$ cat config.mk
export PLATFORM = sky130hd
export DESIGN_NAME = axi_shim_arbiter
export DESIGN_NICKNAME = d
export VERILOG_FILES = /design/src/rtl/axi_shim_arbiter.sv
export SDC_FILE = /design/constraint.sdc
export NUM_CORES = 1
export LEC_CHECK = 0
export BUFFER_PORTS_ARGS = -buffer_cell sky130_fd_sc_hd__buf_2
export CORE_AREA = 8 8 424 426
export CTS_BUF_LIST = sky130_fd_sc_hd__clkbuf_4 sky130_fd_sc_hd__clkbuf_8 sky130_fd_sc_hd__clkbuf_16
export DETAILED_ROUTE_END_ITERATION = 10
export DIE_AREA = 0 0 432 434
export GPL_ROUTABILITY_DRIVEN = 0
export GPL_TIMING_DRIVEN = 0
export PLACE_DENSITY = 0.3
export SLEW_MARGIN = 20
export SYNTH_ARGS = -nofsm -noshare
export SYNTH_HDL_FRONTEND = slang
export SYNTH_SLANG_ARGS = --single-unit
export TNS_END_PERCENT = 20
$ cat constraint.sdc
create_clock -name clk_i -period 6.45 [get_ports clk_i]
set_input_delay 0.645 -clock clk_i [delete_from_list [all_inputs] [get_ports clk_i]]
set_output_delay 0.645 -clock clk_i [all_outputs]
set_load 0.005 [all_outputs]
$ cat src/rtl/axi_shim_arbiter.sv
// axi_shim_arbiter
//   Shares one axi_shim read/write request port pair between NumReq
//   cache-side requesters. Read and write run independent round-robin
//   arbiters that hold their pick until the shim grants. The shim ID is
//   {requester index, local id}, so responses route back by their upper
//   bits. Per-requester outstanding counters throttle eligibility.
//
// Ports (top):
//   clk_i, rst_ni                 clock, async active-low reset
//   rd_*_i / wr_*_i               per-requester requests and payloads
//   rd_gnt_o / wr_gnt_o           per-requester grant (one-hot or zero)
//   rd_valid_o/rd_last_o/rd_data_o/rd_id_o/rd_exokay_o   routed read beats
//   wr_valid_o/wr_id_o/wr_exokay_o                      routed write responses
//   shim_rd_*_o / shim_wr_*_o     muxed request payload and ready to shim
//   shim_rd_*_i / shim_wr_*_i     shim grant and response inputs
//   err_o                         sticky protocol error (illegal id or underflow)

// axi_shim_arb_dir
//   One direction's arbiter: IDLE/HOLD FSM, round-robin pointer, held
//   selection and per-requester outstanding counters. Payload is opaque.
//
// Ports:
//   req_i, pay_i                  per-requester request and packed payload
//   shim_gnt_i                    shim grant for the presented request
//   dec_i, dec_idx_i              one completed transaction for dec_idx_i
//   gnt_o                         per-requester grant
//   shim_req_o, shim_pay_o        presented request and its payload
//   shim_idx_o                    index of the presented requester
//   uflow_o                       decrement hit a zero counter this cycle
module axi_shim_arb_dir #(
    parameter int NumReq   = 3,
    parameter int MaxOutst = 4,
    parameter int PayW     = 8,
    parameter int IdxWidth = $clog2(NumReq)
) (
    input  logic                           clk_i,
    input  logic                           rst_ni,
    input  logic [NumReq-1:0]              req_i,
    input  logic [NumReq-1:0][PayW-1:0]    pay_i,
    input  logic                           shim_gnt_i,
    input  logic                           dec_i,
    input  logic [IdxWidth-1:0]            dec_idx_i,
    output logic [NumReq-1:0]              gnt_o,
    output logic                           shim_req_o,
    output logic [PayW-1:0]                shim_pay_o,
    output logic [IdxWidth-1:0]            shim_idx_o,
    output logic                           uflow_o
);
    localparam int CntW = $clog2(MaxOutst + 1);

    typedef enum logic {IDLE, HOLD} state_e;

    state_e                          state_q, state_d;
    logic [IdxWidth-1:0]             ptr_q, ptr_d;
    logic [IdxWidth-1:0]             sel_q, sel_d;
    logic [NumReq-1:0][CntW-1:0]     cnt_q, cnt_d;

    logic                            found;
    logic [IdxWidth-1:0]             pick;
    logic [IdxWidth-1:0]             cur;
    logic                            req_c;
    logic [NumReq-1:0]               gnt_c;

    function automatic logic [IdxWidth-1:0] nxt_idx(input logic [IdxWidth-1:0] idx);
        return (idx == IdxWidth'(NumReq - 1)) ? '0 : idx + 1'b1;
    endfunction

    // First eligible requester at or after ptr, wrapping modulo NumReq.
    always_comb begin
        logic [IdxWidth:0]   s;
        logic [IdxWidth-1:0] j;
        found = 1'b0;
        pick  = '0;
        for (int k = 0; k < NumReq; k++) begin
            s = {1'b0, ptr_q} + (IdxWidth+1)'(k);
            if (s >= (IdxWidth+1)'(NumReq)) s = s - (IdxWidth+1)'(NumReq);
            j = s[IdxWidth-1:0];
            if (!found && req_i[j] && (cnt_q[j] < CntW'(MaxOutst))) begin
                found = 1'b1;
                pick  = j;
            end
        end
    end

    always_comb begin
        state_d = state_q;
        ptr_d   = ptr_q;
        sel_d   = sel_q;
        req_c   = 1'b0;
        cur     = pick;
        gnt_c   = '0;
        case (state_q)
            IDLE: begin
                if (found) begin
                    req_c = 1'b1;
                    if (shim_gnt_i) begin
                        gnt_c[pick] = 1'b1;
                        ptr_d       = nxt_idx(pick);
                    end else begin
                        sel_d   = pick;
                        state_d = HOLD;
                    end
                end
            end
            HOLD: begin
                // Locked onto sel until the shim takes it; no re-arbitration.
                req_c = 1'b1;
                cur   = sel_q;
                if (shim_gnt_i) begin
                    gnt_c[sel_q] = 1'b1;
                    ptr_d        = nxt_idx(sel_q);
                    state_d      = IDLE;
                end
            end
            default: state_d = IDLE;
        endcase
    end

    // Increment on grant, decrement on completion; both at once cancel.
    always_comb begin
        logic dec_hit;
        cnt_d   = cnt_q;
        uflow_o = 1'b0;
        for (int i = 0; i < NumReq; i++) begin
            dec_hit = dec_i && (dec_idx_i == IdxWidth'(i));
            if (gnt_c[i] && !dec_hit) begin
                cnt_d[i] = cnt_q[i] + 1'b1;
            end else if (dec_hit && !gnt_c[i]) begin
                if (cnt_q[i] == '0) uflow_o = 1'b1;
                else                cnt_d[i] = cnt_q[i] - 1'b1;
            end
        end
    end

    always_ff @(posedge clk_i or negedge rst_ni) begin
        if (!rst_ni) begin
            state_q <= IDLE;
            ptr_q   <= '0;
            sel_q   <= '0;
            cnt_q   <= '0;
        end else begin
            state_q <= state_d;
            ptr_q   <= ptr_d;
            sel_q   <= sel_d;
            cnt_q   <= cnt_d;
        end
    end

    assign gnt_o      = rst_ni ? gnt_c : '0;
    assign shim_req_o = rst_ni & req_c;
    assign shim_pay_o = pay_i[cur];
    assign shim_idx_o = cur;
endmodule

module axi_shim_arbiter #(
    parameter int NumReq       = 3,
    parameter int AddrWidth    = 64,
    parameter int DataWidth    = 64,
    parameter int LocalIdWidth = 2,
    parameter int MaxOutst     = 4,
    parameter int IdxWidth     = $clog2(NumReq),
    parameter int ShimIdWidth  = IdxWidth + LocalIdWidth
) (
    input  logic                                    clk_i,
    input  logic                                    rst_ni,
    // read requests
    input  logic [NumReq-1:0]                       rd_req_i,
    output logic [NumReq-1:0]                       rd_gnt_o,
    input  logic [NumReq-1:0][AddrWidth-1:0]        rd_addr_i,
    input  logic [NumReq-1:0][7:0]                  rd_blen_i,
    input  logic [NumReq-1:0][2:0]                  rd_size_i,
    input  logic [NumReq-1:0][LocalIdWidth-1:0]     rd_id_i,
    input  logic [NumReq-1:0]                       rd_lock_i,
    // write requests
    input  logic [NumReq-1:0]                       wr_req_i,
    output logic [NumReq-1:0]                       wr_gnt_o,
    input  logic [NumReq-1:0][AddrWidth-1:0]        wr_addr_i,
    input  logic [NumReq-1:0][7:0]                  wr_blen_i,
    input  logic [NumReq-1:0][2:0]                  wr_size_i,
    input  logic [NumReq-1:0][LocalIdWidth-1:0]     wr_id_i,
    input  logic [NumReq-1:0]                       wr_lock_i,
    input  logic [NumReq-1:0][DataWidth-1:0]        wr_data_i,
    input  logic [NumReq-1:0][DataWidth/8-1:0]      wr_be_i,
    // routed responses
    output logic [NumReq-1:0]                       rd_valid_o,
    output logic [NumReq-1:0]                       rd_last_o,
    input  logic [NumReq-1:0]                       rd_rdy_i,
    output logic [DataWidth-1:0]                    rd_data_o,
    output logic [LocalIdWidth-1:0]                 rd_id_o,
    output logic                                    rd_exokay_o,
    output logic [NumReq-1:0]                       wr_valid_o,
    output logic [LocalIdWidth-1:0]                 wr_id_o,
    output logic                                    wr_exokay_o,
    // shim read request
    output logic                                    shim_rd_req_o,
    input  logic                                    shim_rd_gnt_i,
    output logic [AddrWidth-1:0]                    shim_rd_addr_o,
    output logic [7:0]                              shim_rd_blen_o,
    output logic [2:0]                              shim_rd_size_o,
    output logic [ShimIdWidth-1:0]                  shim_rd_id_o,
    output logic                                    shim_rd_lock_o,
    // shim write request
    output logic                                    shim_wr_req_o,
    input  logic                                    shim_wr_gnt_i,
    output logic [AddrWidth-1:0]                    shim_wr_addr_o,
    output logic [7:0]                              shim_wr_blen_o,
    output logic [2:0]                              shim_wr_size_o,
    output logic [ShimIdWidth-1:0]                  shim_wr_id_o,
    output logic                                    shim_wr_lock_o,
    output logic [DataWidth-1:0]                    shim_wr_data_o,
    output logic [DataWidth/8-1:0]                  shim_wr_be_o,
    // shim responses
    input  logic                                    shim_rd_valid_i,
    input  logic                                    shim_rd_last_i,
    input  logic                                    shim_rd_exokay_i,
    input  logic [DataWidth-1:0]                    shim_rd_data_i,
    input  logic [ShimIdWidth-1:0]                  shim_rd_id_i,
    output logic                                    shim_rd_rdy_o,
    input  logic                                    shim_wr_valid_i,
    input  logic                                    shim_wr_exokay_i,
    input  logic [ShimIdWidth-1:0]                  shim_wr_id_i,
    output logic                                    shim_wr_rdy_o,
    output logic                                    err_o
);
    localparam int RdPayW = AddrWidth + 8 + 3 + LocalIdWidth + 1;
    localparam int WrPayW = RdPayW + DataWidth + DataWidth/8;

    logic [NumReq-1:0][RdPayW-1:0] rd_pay;
    logic [NumReq-1:0][WrPayW-1:0] wr_pay;
    logic [RdPayW-1:0]             shim_rd_pay;
    logic [WrPayW-1:0]             shim_wr_pay;
    logic [IdxWidth-1:0]           rd_sel_idx, wr_sel_idx;
    logic [LocalIdWidth-1:0]       rd_lid, wr_lid;

    for (genvar i = 0; i < NumReq; i++) begin : g_pay
        assign rd_pay[i] = {rd_addr_i[i], rd_blen_i[i], rd_size_i[i], rd_id_i[i], rd_lock_i[i]};
        assign wr_pay[i] = {wr_addr_i[i], wr_blen_i[i], wr_size_i[i], wr_id_i[i], wr_lock_i[i],
                            wr_data_i[i], wr_be_i[i]};
    end

    // ---------------- response routing ----------------
    logic [IdxWidth-1:0] rd_rsp_idx, wr_rsp_idx;
    logic                rd_idx_ok, wr_idx_ok;
    logic                rd_dec, wr_dec, rd_ill, wr_ill;
    logic                rd_uflow, wr_uflow;

    assign rd_rsp_idx = shim_rd_id_i[ShimIdWidth-1 -: IdxWidth];
    assign wr_rsp_idx = shim_wr_id_i[ShimIdWidth-1 -: IdxWidth];
    // Only reachable when NumReq is not a power of two.
    assign rd_idx_ok  = int'(rd_rsp_idx) < NumReq;
    assign wr_idx_ok  = int'(wr_rsp_idx) < NumReq;

    always_comb begin
        rd_valid_o    = '0;
        rd_last_o     = '0;
        wr_valid_o    = '0;
        // Beats with an illegal index are drained so the shim cannot stall.
        shim_rd_rdy_o = 1'b1;
        if (rd_idx_ok) begin
            rd_valid_o[rd_rsp_idx] = rst_ni & shim_rd_valid_i;
            rd_last_o[rd_rsp_idx]  = shim_rd_last_i;
            shim_rd_rdy_o          = rd_rdy_i[rd_rsp_idx];
        end
        if (wr_idx_ok) wr_valid_o[wr_rsp_idx] = rst_ni & shim_wr_valid_i;
    end

    assign shim_wr_rdy_o = 1'b1;
    assign rd_data_o     = shim_rd_data_i;
    assign rd_id_o       = shim_rd_id_i[LocalIdWidth-1:0];
    assign rd_exokay_o   = shim_rd_exokay_i;
    assign wr_id_o       = shim_wr_id_i[LocalIdWidth-1:0];
    assign wr_exokay_o   = shim_wr_exokay_i;

    // A read transaction completes on its accepted last beat.
    assign rd_dec = shim_rd_valid_i & shim_rd_rdy_o & shim_rd_last_i & rd_idx_ok;
    assign wr_dec = shim_wr_valid_i & wr_idx_ok;
    assign rd_ill = shim_rd_valid_i & ~rd_idx_ok;
    assign wr_ill = shim_wr_valid_i & ~wr_idx_ok;

    // ---------------- arbiters ----------------
    axi_shim_arb_dir #(
        .NumReq(NumReq), .MaxOutst(MaxOutst), .PayW(RdPayW), .IdxWidth(IdxWidth)
    ) u_rd_arb (
        .clk_i     (clk_i),
        .rst_ni    (rst_ni),
        .req_i     (rd_req_i),
        .pay_i     (rd_pay),
        .shim_gnt_i(shim_rd_gnt_i),
        .dec_i     (rd_dec),
        .dec_idx_i (rd_rsp_idx),
        .gnt_o     (rd_gnt_o),
        .shim_req_o(shim_rd_req_o),
        .shim_pay_o(shim_rd_pay),
        .shim_idx_o(rd_sel_idx),
        .uflow_o   (rd_uflow)
    );

    axi_shim_arb_dir #(
        .NumReq(NumReq), .MaxOutst(MaxOutst), .PayW(WrPayW), .IdxWidth(IdxWidth)
    ) u_wr_arb (
        .clk_i     (clk_i),
        .rst_ni    (rst_ni),
        .req_i     (wr_req_i),
        .pay_i     (wr_pay),
        .shim_gnt_i(shim_wr_gnt_i),
        .dec_i     (wr_dec),
        .dec_idx_i (wr_rsp_idx),
        .gnt_o     (wr_gnt_o),
        .shim_req_o(shim_wr_req_o),
        .shim_pay_o(shim_wr_pay),
        .shim_idx_o(wr_sel_idx),
        .uflow_o   (wr_uflow)
    );

    assign {shim_rd_addr_o, shim_rd_blen_o, shim_rd_size_o, rd_lid, shim_rd_lock_o} = shim_rd_pay;
    assign {shim_wr_addr_o, shim_wr_blen_o, shim_wr_size_o, wr_lid, shim_wr_lock_o,
            shim_wr_data_o, shim_wr_be_o} = shim_wr_pay;
    assign shim_rd_id_o = {rd_sel_idx, rd_lid};
    assign shim_wr_id_o = {wr_sel_idx, wr_lid};

    // ---------------- sticky error ----------------
    logic err_q, err_d;
    assign err_d = err_q | rd_ill | wr_ill | rd_uflow | wr_uflow;

    always_ff @(posedge clk_i or negedge rst_ni) begin
        if (!rst_ni) err_q <= 1'b0;
        else         err_q <= err_d;
    end

    assign err_o = err_q;
endmodule

Word level (Yosys, flattened, before mapping)
Cells that the tools add are included.
{ "totals": {"ramBits": 0, "output_inout_bits": 322, "input_bits": 774, "mem_bits_ro": 0, "word_cells": 324, "n_memories": 0, "latchBits": 0, "reg_bits": 29} }
{ "classes": {"add_sub_neg": 26, "n_shift": 0, "multipliers": 0, "order_cmp": 34, "eq_ne": 20, "n_bitwise": 23, "mux": 134, "div": 0, "reduce_logical": 74} }
{ "ops": {"columns": ["op", "n"], "rows": [
  ["binary-select mux 150 bit (select 2 bit)", 1],
  ["binary-select mux 78 bit (select 2 bit)", 1],
  ["two-way mux 150 bit", 1],
  ["two-way mux 3 bit", 35],
  ["two-way mux 78 bit", 1],
  ["two-way mux 2 bit", 24],
  ["two-way mux 1 bit", 44],
  ["less-than comparator 2 x 3 -> 1 bit, second input constant", 14],
  ["binary-select mux 3 bit (select 2 bit)", 6],
  ["logical AND 1 bit", 34],
  ["adder 3 x 1 -> 3 bit, second input constant", 6],
  ["zero test 3 bit", 6],
  ["less-than comparator 3 bit, second input constant", 6],
  ["subtractor 3 x 1 -> 3 bit, second input constant", 6],
  ["zero test 1 bit", 16],
  ["!= test 2 x 1 -> 1 bit, second input constant", 8],
  ["binary-select mux 1 bit (select 2 bit)", 7],
  ["demux 1 bit (select 2 bit)", 6],
  ["== test 2 bit, second input constant", 6],
  [">= comparator 2 x 1 -> 1 bit, second input constant", 6],
  [">= comparator 3 x 2 -> 1 bit, second input constant", 4],
  ["case mux 3 bit (2 select lines)", 2],
  ["AND reduction 2 bit", 6],
  ["AND reduction 3 bit", 4],
  ["16 further kinds", 61]
]} }

Logic depth before layout (Yosys ltp)
Gate-level depths: netlist (run 1).
{ "logic_depth": {"ltp_word": 34, "depth_mapped": 16, "mapped_depth_nobuf": 14} }

Hierarchy
Synthesis (run 1) repeated with hierarchy kept, for this count alone.
{ "unflattened": {"cells_unflattened": 1129, "hier_area_um2": 8575.7} }
{ "by_module_without_submodules": {"columns": ["mod", "area_per_inst_um2", "cells_each", "n_inst"], "rows": [
  ["axi_shim_arb_dir at u_wr_arb", 4444.3, 507, 1],
  ["axi_shim_arb_dir at u_rd_arb", 3394.5, 524, 1],
  ["axi_shim_arbiter", 737.0, 98, 1]
]} }

Worst setup path after synthesis (run 1)
Ideal clock, no wire load.
{ "synth_timing": {"path_kind": "register to register", "start": "register u_rd_arb.ptr_q[0]", "end": "register u_rd_arb.cnt_q[2] (netlist name)", "setup_time_ps": 129, "t_arrival_ps": 3298, "path_buffers": 1, "setup_slack_ps": 3023, "t_required_ps": 6321, "stages_incl_launch_ff": 16, "path_cell_list": "dfrtp_1 -> inv_1 -> ha_1 -> nor4bb_1 -> a21oi_1 -> and3_1 -> o31a_1 -> o21ai_0 -> and2_1 -> ha_1 -> clkbuf_1 -> inv_1 -> fa_1 -> xor2_1 -> o21ai_0 -> o31ai_1"} }
{ "synth_between": {"elab_chain_len": 26, "elab_cells_between_ends": 54, "classes_between": "add/sub (5); order compare (8); eq/ne (1); mux (27); reduce/logical (13)"} }
{ "synth_lines": {"columns": ["item", "line_no", "source"], "rows": [
  ["start: declaration", "54", "logic [IdxWidth-1:0] ptr_q, ptr_d;"],
  ["start signal: assignment", "143", "ptr_q <= ptr_d;"],
  ["branches (longest 20 deep; another with adder 2 x 1 -> 3 bit)", null, null],
  ["two-way mux 3 bit (*)", "94", "if (found) begin"],
  ["case mux 3 bit (2 select lines) (*)", "92", "case (state_q)"],
  ["zero test 1 bit", "128", "end else if (dec_hit && !gnt_c[i]) begin"],
  ["logical AND 1 bit", "128", null],
  ["nonzero test 2 bit (no line)", null, null],
  ["AND reduction 2 bit (no line)", null, null],
  ["end signal: assignment", "145", "cnt_q <= cnt_d;"],
  ["end: declaration", "56", "logic [NumReq-1:0][CntW-1:0] cnt_q, cnt_d;"]
]} }
Every way passes the cells marked *. The select of a mux whose other input is x is not followed.
A chain may end at the register's enable or synchronous reset.

Worst setup path after layout (run 1)
{ "layout_timing": {"start": "register u_wr_arb.ptr_q[0]", "end": "output shim_wr_data_o[30]"} }
{ "layout_between": {"elab_chain_len": 18, "elab_cells_between_ends": 41, "classes_between": "add/sub (5); order compare (6); mux (23); reduce/logical (7)"} }
{ "layout_lines": {"columns": ["item", "line_no", "source"], "rows": [
  ["start: declaration", "54", null],
  ["start signal: assignment", "143", null],
  ["branches (longest 14 deep; another with adder 2 x 1 -> 3 bit)", null, null],
  ["two-way mux 2 bit (*)", "78", "if (!found && req_i[j] && (cnt_q[j] < CntW'(MaxOutst))) begin"],
  ["two-way mux 2 bit (*)", "92", null],
  ["binary-select mux 150 bit (select 2 bit) (*)", "151", "assign shim_pay_o = pay_i[cur];"],
  ["two-way mux 150 bit (implied by the code) (*)", "151", null],
  ["end: declaration", "210", "output logic [DataWidth-1:0] shim_wr_data_o,"]
]} }
Marked as above.

==> metrics.txt, run 1 <==
Fmax 200.0 MHz; Clk pin slew, worst setup/hold paths approximately 0.050 ns; Final Instance Area 16310 um2; die width between 400 and 500 um; worst skew pair latency ~0.29 ns; Overflow after GRT 0; Post-CTS Setup Inserts 0; drt via density just under 3; most frequent CP cell buf_2; Yosys cell types 62; pwr dens approximately 560 nW/um2; Slew HR 28.91%; EDFF count, synth 0; dpl cell area about 16000 um2; Initial Utilization under 10%; std cell rows 153; # clock sinks 29; final WL between 100000 and 150000 um; Synth async-reset ratio 100.0%; Area Overhead vs Synth 102.7%; final hold slack 0.4739 ns; mapped cell area between 8000 and 9000 um2; share of cells above drive strength 1 a little under three fifths; post-route ant nets 0; vias in the first global route around 13000; Final Cycle Share 77.51%; 1st-pass router iterations 5; Die ar. between 150000 and 200000 um2; vias post-DR about 13000; CTS tree yes; Final Max Slew Viols 0; Setup WS post-layout about 1.5 ns; Clk Tree Root Cell clkbuf_16; fill count ~20000; IO Port Bufs roughly 1000; Hold Path Class in2async; largest family of logic cells by synthesized area compound AO/OA/AOI/OAI gates; # DRC 0; final setup skew approximately 0.003 ns; fin cells around 4400; fin nets between 2000 and 3000; max-cap violations 0; worst vdd ir about 320 uV; H-tree levels 2; Adder-Cell Fraction of Synth Area 4.291%; largest net degree at the start of global routing 32; Worst-Margin Slew ~1.0 ns; final setup violation count 0; HPWL after detailed placement a little over 100000 um; 1st-iter DRT viols between 600 and 700; CP cell instances inv_1 -> ha_1 -> nand2b_1 -> a21o_1 -> o21bai_1 -> o211ai_1 -> buf_2 -> buf_2 -> buf_2 -> mux2i_1 -> o2bb2ai_1 -> buf_2; critical path required time just under 6 ns; Hold Vio Cnt, Final 0; Avg WL per Cell roughly 25 um; Post-Place Setup Slack about 1.3 ns; critical path type reg2out; Worst Path Max Fanout 10; cts hold-fix bufs 0; Max stage delay on crit path ~0.56 ns; cell count after placement ~4400; syn avg cell area slightly below 8 um2; critical path arrival approximately 4.4 ns; total track usage 10.94%; post-synthesis xor/xnor area fraction less than 1%; Die H roughly 430 um; synthesized instance count a little over 1000; #FFs+latches synth 29; Warnings, synthesis 0; multiplexer share of the synthesized area ~19%; simple logic cell fraction of the synthesized area between 10% and 20%; core box area 172900 um2; leakage power ~7.3 nW; run status finished, final reports clean; Ports between 1000 and 1500; cts repair resizes 0; setup TNS 0 ns; clk buf depth 2; CP endpoint kind output port; Compound-Gate Fraction of Synth Area roughly two fifths; RSZ-0062 raised after global routing no; Syn Nets around 1800; CTS Buf Count 5; fin crit period 4.999 ns; startpoint types flop; slowest CP cell buf_2; sequential area share after synthesis under 10%; Top FF cell, synth dfrtp_1; first-pass GRT wire length roughly 140000 um; number of antenna violations at the first check in global routing 91
[synthesized netlist by cell type, types with 6 or more instances]
master     number  area share [%]
mux2i_1       154              19
o2bb2ai_1     151              16
nand2_1       102             4.8
o211ai_1       79             7.4
a2bb2oi_1      77             8.4
buf_4          71             6.6
clkbuf_1       61             2.8
nor3_1         33             2.1
inv_1          32             1.5
buf_2          29             1.8
dfrtp_1        29             9.0
nor2_1         21            0.98
ha_1           18             2.8
nor2b_1        16             1.2
o21ai_0        13            0.81
buf_6          11             1.5
a21oi_1        10            0.62
and2_1         10            0.78
a21o_1          9            0.84
nand2b_1        9            0.70
o31ai_1         7            0.65
fa_1            6             1.5
nor3b_1         6            0.56
xor2_1          6            0.65
[sequential cells by signal, indices dropped and copies added, names as in the netlist]
name / flops
u_wr_arb.cnt_q: 9
u_wr_arb.sel_q: 2
err_o: 1
u_rd_arb.ptr_q: 2
u_rd_arb.state_q: 1
u_rd_arb.sel_q: 2
u_rd_arb.cnt_q: 9
u_wr_arb.state_q: 1
u_wr_arb.ptr_q: 2
[cell type report]
| cell class | instances | area (um2) | area share (%) |
|---|---|---|---|
| Antenna cell | 18 | 45.04 | 0.2762 |
| Buffer | 176 | 1049 | 6.429 |
| Clock buffer | 7 | 146.4 | 0.8976 |
| Inverter | 32 | 120.1 | 0.7365 |
| Multi-Input combinational cell | 788 | 6193 | 37.97 |
| Sequential cell | 29 | 725.7 | 4.450 |
| Tap cell | 2325 | 2909 | 17.84 |
| Timing Repair Buffer | 1022 | 5121 | 31.40 |
[power breakdown]
group | switching, mW | internal (mW)
sequential | 0.106 | 0.268
combinational | 5.36 | 3.14
clock | 0.0914 | 0.156
total | 5.56 | 3.56
[routing by layer]
layer / vias to the layer above / global-route usage, % / share of wire, % / wire length [um]
met3: 196 / 2.002 / 5.6 / 6208
met1: 6073 / 11.05 / 34 / 38120
met2: 712 / 22.73 / 57 / 64050
met5: - / 0 / 0.031 / 34
met4: 4 / 2.583 / 2.7 / 3046
li1: 5958 / - / - / -
[cells in the final DEF, fill, tap and decap left out, types with 6 or more instances in the layout]
cell type	n
buf_2	1050
o2bb2ai_1	151
mux2i_1	144
nand2_1	102
o211ai_1	79
a2bb2oi_1	77
buf_4	71
clkbuf_1	59
nor3_1	33
inv_1	32
dfrtp_1	29
nor2_1	21
diode_2	18
ha_1	18
nor2b_1	16
o21ai_0	13
buf_6	12
and2_1	10
a21oi_1	10
mux2i_2	10
nand2b_1	9
a21o_1	9
o31ai_1	7
nor3b_1	6
xor2_1	6
fa_1	6
[path summary, 6_finish.rpt]
check	to	cells past startpoint	from	slack [ns]
worst min-delay path	u_rd_arb.cnt_q[0]$_DFFE_PN0P_	1	rst_ni	0.47
max in group asynchronous	u_wr_arb.cnt_q[2]$_DFFE_PN0P_	1	rst_ni	5.42
worst min register to register	u_wr_arb.ptr_q[1]$_DFFE_PN0P_	1	u_wr_arb.ptr_q[1]$_DFFE_PN0P_	0.51
worst max register to register	u_rd_arb.cnt_q[2]$_DFFE_PN0P_	15	u_rd_arb.ptr_q[0]$_DFFE_PN0P_	2.30
min in group clk_i	u_wr_arb.ptr_q[1]$_DFFE_PN0P_	1	u_wr_arb.ptr_q[1]$_DFFE_PN0P_	0.51
worst max-delay path	shim_wr_data_o[30]	12	u_wr_arb.ptr_q[0]$_DFFE_PN0P_	1.45
[critical path: cells and delay by family (launching register included)]
| family | cells | cell delay, ns |
|---|---|---|
| adders and majority gates | 1 | 0.36 |
| muxes | 1 | 0.20 |
| DFF | 1 | 0.39 |
| and+or+nand+nor | 1 | 0.17 |
| buffers and inverters | 5 | 1.56 |
| AOI/OAI and AO/OA | 4 | 1.33 |
[through the flow]
stage | utilization [%] | total power [mW]
finish | 9.435 | 9.114
global route | 9.426 | 9.818
CTS | 9.409 | 9.425
detailed placement | 9.324 | 9.143
global placement | 9.294 | 9.163
floorplan | - | 4.471
[cell families after synthesis]
kind of cell	count (synthesis)
simple gates	220
flops	29
buf+inv	208
other cells	1
xor+xnor	6
mux	155
compound gates	382
fa+ha+maj	24
Note: power is estimated with default switching activity, not from simulation.
==> run 2, diff against run 1 <==
--- a/config.mk
+++ b/config.mk
@@ -6,10 +6,10 @@
 export NUM_CORES = 1
 export LEC_CHECK = 0
 export BUFFER_PORTS_ARGS = -buffer_cell sky130_fd_sc_hd__buf_2
-export CORE_AREA = 8 8 424 426
+export CORE_AREA = 8 8 418 420
 export CTS_BUF_LIST = sky130_fd_sc_hd__clkbuf_4 sky130_fd_sc_hd__clkbuf_8 sky130_fd_sc_hd__clkbuf_16
 export DETAILED_ROUTE_END_ITERATION = 10
-export DIE_AREA = 0 0 432 434
+export DIE_AREA = 0 0 426 428
 export GPL_ROUTABILITY_DRIVEN = 0
 export GPL_TIMING_DRIVEN = 0
 export PLACE_DENSITY = 0.3
==> constraint.sdc (replaced) <==
create_clock -name clk_i -period 4.8 [get_ports clk_i]
set_input_delay 0.48 -clock clk_i [delete_from_list [all_inputs] [get_ports clk_i]]
set_output_delay 0.48 -clock clk_i [all_outputs]
set_load 0.005 [all_outputs]
==> run 2 against run 1 <==
Final cell count shrank 2.4%. Global-route usage is essentially flat. Die area decreased by 2.8%. Routed wire length is 3.9% lower. Critical path type unchanged.
==> metrics.txt, run 2 (synthesis results as in run 1) <==
run status finished, final reports clean; critical path required time 4.32 ns; # clock sinks 29; HPWL after detailed placement just under 100000 um; share of cells above drive strength 1 about 57%; Max stage delay on crit path between 0.7 and 0.8 ns; Setup WS post-layout between 0.2 and 0.3 ns; top flop regs u_rd_arb.cnt_q x9, u_wr_arb.cnt_q x9; fill count 19970; Worst Path Max Fanout 10; final setup skew 0.002616 ns; Slew HR between 30% and 40%; vias post-DR 12820; Overflow after GRT 0; # DRC 0; met3 Use GR ~2%; FF/Latch Area a little over 700 um2; Top Family by Delay on Critical Path buffers and inverters; CTS Buf Count 5; drt via density 2.987; gr busiest metal met2; total track usage 10.92%; CTS tree yes; largest net degree at the start of global routing 32; RSZ-0062 raised after global routing yes; post-route ant nets 0; Hold Path Class in2async; Avg WL per Cell about 25 um; fin crit period 4.521 ns; CP bufs+invs 4; fin nets 2854; number of antenna violations at the first check in global routing between 50 and 60; worst skew pair latency between 0.2 and 0.3 ns; std cell rows 151; GRT met1 Usage 10.92%; Clk pin slew, worst setup/hold paths ~0.05 ns; critical path arrival between 4 and 5 ns; Post-Place Setup Slack -0.2461 ns; 1st-iter DRT viols 671; Die ar. 182300 um2; startpoint types flop; Final Max Slew Viols 0; core box area approximately 170000 um2; cts hold-fix bufs 0; fin cells 4291; max-cap violations 0; Ports ~1100; Die H roughly 430 um; IO Port Bufs between 1000 and 1500; final WL between 100000 and 150000 um; CP cell instances inv_1 -> ha_1 -> nor4bb_1 -> a21oi_1 -> nand4_1 -> a31oi_4 -> clkbuf_2 -> clkbuf_1 -> o2bb2ai_1 -> buf_2; critical path type reg2out; Hold Vio Cnt, Final 0; cell count after placement 4267; slowest CP cell clkbuf_1; clk buf depth 2; die width approximately 430 um; 1st-pass router iterations 5; final setup violation count 0; Final Power about 13 mW; H-tree levels 2; GRT met2 Usage between 20% and 30%; most frequent cells in the layout buf_2, o2bb2ai_1, mux2i_1, nand2_1, o211ai_1; worst vdd ir approximately 330 uV; Worst-Margin Slew 0.9149 ns; pwr dens 773.3 nW/um2; CP endpoint kind output port; commonest non-fill, non-tap cell in the layout buf_2; Final Cycle Share a little over nine tenths; Area Overhead vs Synth 102.3%; Clk Tree Root Cell clkbuf_16; multi-input logic area 6250 um2; Initial Utilization between 4 and 5%; vias in the first global route roughly 13000; first-pass GRT wire length roughly 130000 um; Fmax 221.2 MHz; leakage power 7.367 nW
run 2: area by class of cell:
class	count	area share, %
buffer	176	6.610
sequential	29	4.458
clock buffer	7	0.8992
inverter	32	0.7378
timing repair buffer	1024	31.60
multi-input combinational	788	38.39
antenna	17	0.2613
tap	2218	17.05
run 2: worst paths after layout:
path,end,start,cells after the start,slack (ns)
hold / removal,u_rd_arb.cnt_q[0]$_DFFE_PN0P_,rst_ni,1,0.31
hold reg to reg,u_wr_arb.ptr_q[1]$_DFFE_PN0P_,u_wr_arb.ptr_q[1]$_DFFE_PN0P_,1,0.52
max in group asynchronous,u_wr_arb.state_q$_DFF_PN0_,rst_ni,1,3.92
setup reg to reg,u_rd_arb.cnt_q[2]$_DFFE_PN0P_,u_rd_arb.ptr_q[0]$_DFFE_PN0P_,15,0.62
setup / recovery,shim_wr_data_o[19],u_wr_arb.ptr_q[0]$_DFFE_PN0P_,10,0.28
min in group clk_i,u_wr_arb.state_q$_DFF_PN0_,shim_wr_gnt_i,2,0.44
run 2: stage by stage:
step / TNS [ns] / utilization [%] / hold slack [ns] / area, um2
after CTS: -0.8493 / 9.648 / 0.3561 / 16220
after detailed placement: -0.4261 / 9.521 / 0.5084 / 16010
after global placement: -8.562 / 9.475 / 0.5037 / 15930
final: 0 / 9.682 / 0.3091 / 16280
after floorplan: 0 / - / 0.1844 / 8048
after global routing: -0.03144 / 9.679 / 0.3836 / 16270
run 2: worst reg2reg max path: stages, from the launching register on:
cell and delay [ns]:
dfrtp_1 0.41, inv_1 0.10, ha_1 0.20, nor4bb_1 0.63, a21oi_1 0.15, and3_1 0.24
o31a_1 0.27, o21ai_0 0.49, and2_1 0.22, ha_1 0.14, clkbuf_1 0.26, inv_1 0.09
fa_1 0.43, xor2_1 0.18, o21ai_0 0.15, o31ai_1 0.09
run 2: metal layers:
metal	share of wire, %	up-vias
met2	57	661
li1	-	5969
met3	5.8	131
met1	34	6056
met4	3.1	2
met5	0.012	-
run 2: timing repair:
item                                    CTS  global route
pin swaps                                 0             0
cloned                                    0             0
resized for setup                        14             7
endpoints found under the setup margin   23            20
buffers inserted                          0             0
run 2: power breakdown:
| part | switching (mW) | internal [mW] | total [mW] | leakage, nW |
|---|---|---|---|---|
| combinational | 7.48 | 4.27 | 11.8 | 6.94 |
| clock | 0.122 | 0.209 | 0.331 | 0.0735 |
| sequential | 0.143 | 0.360 | 0.503 | 0.356 |
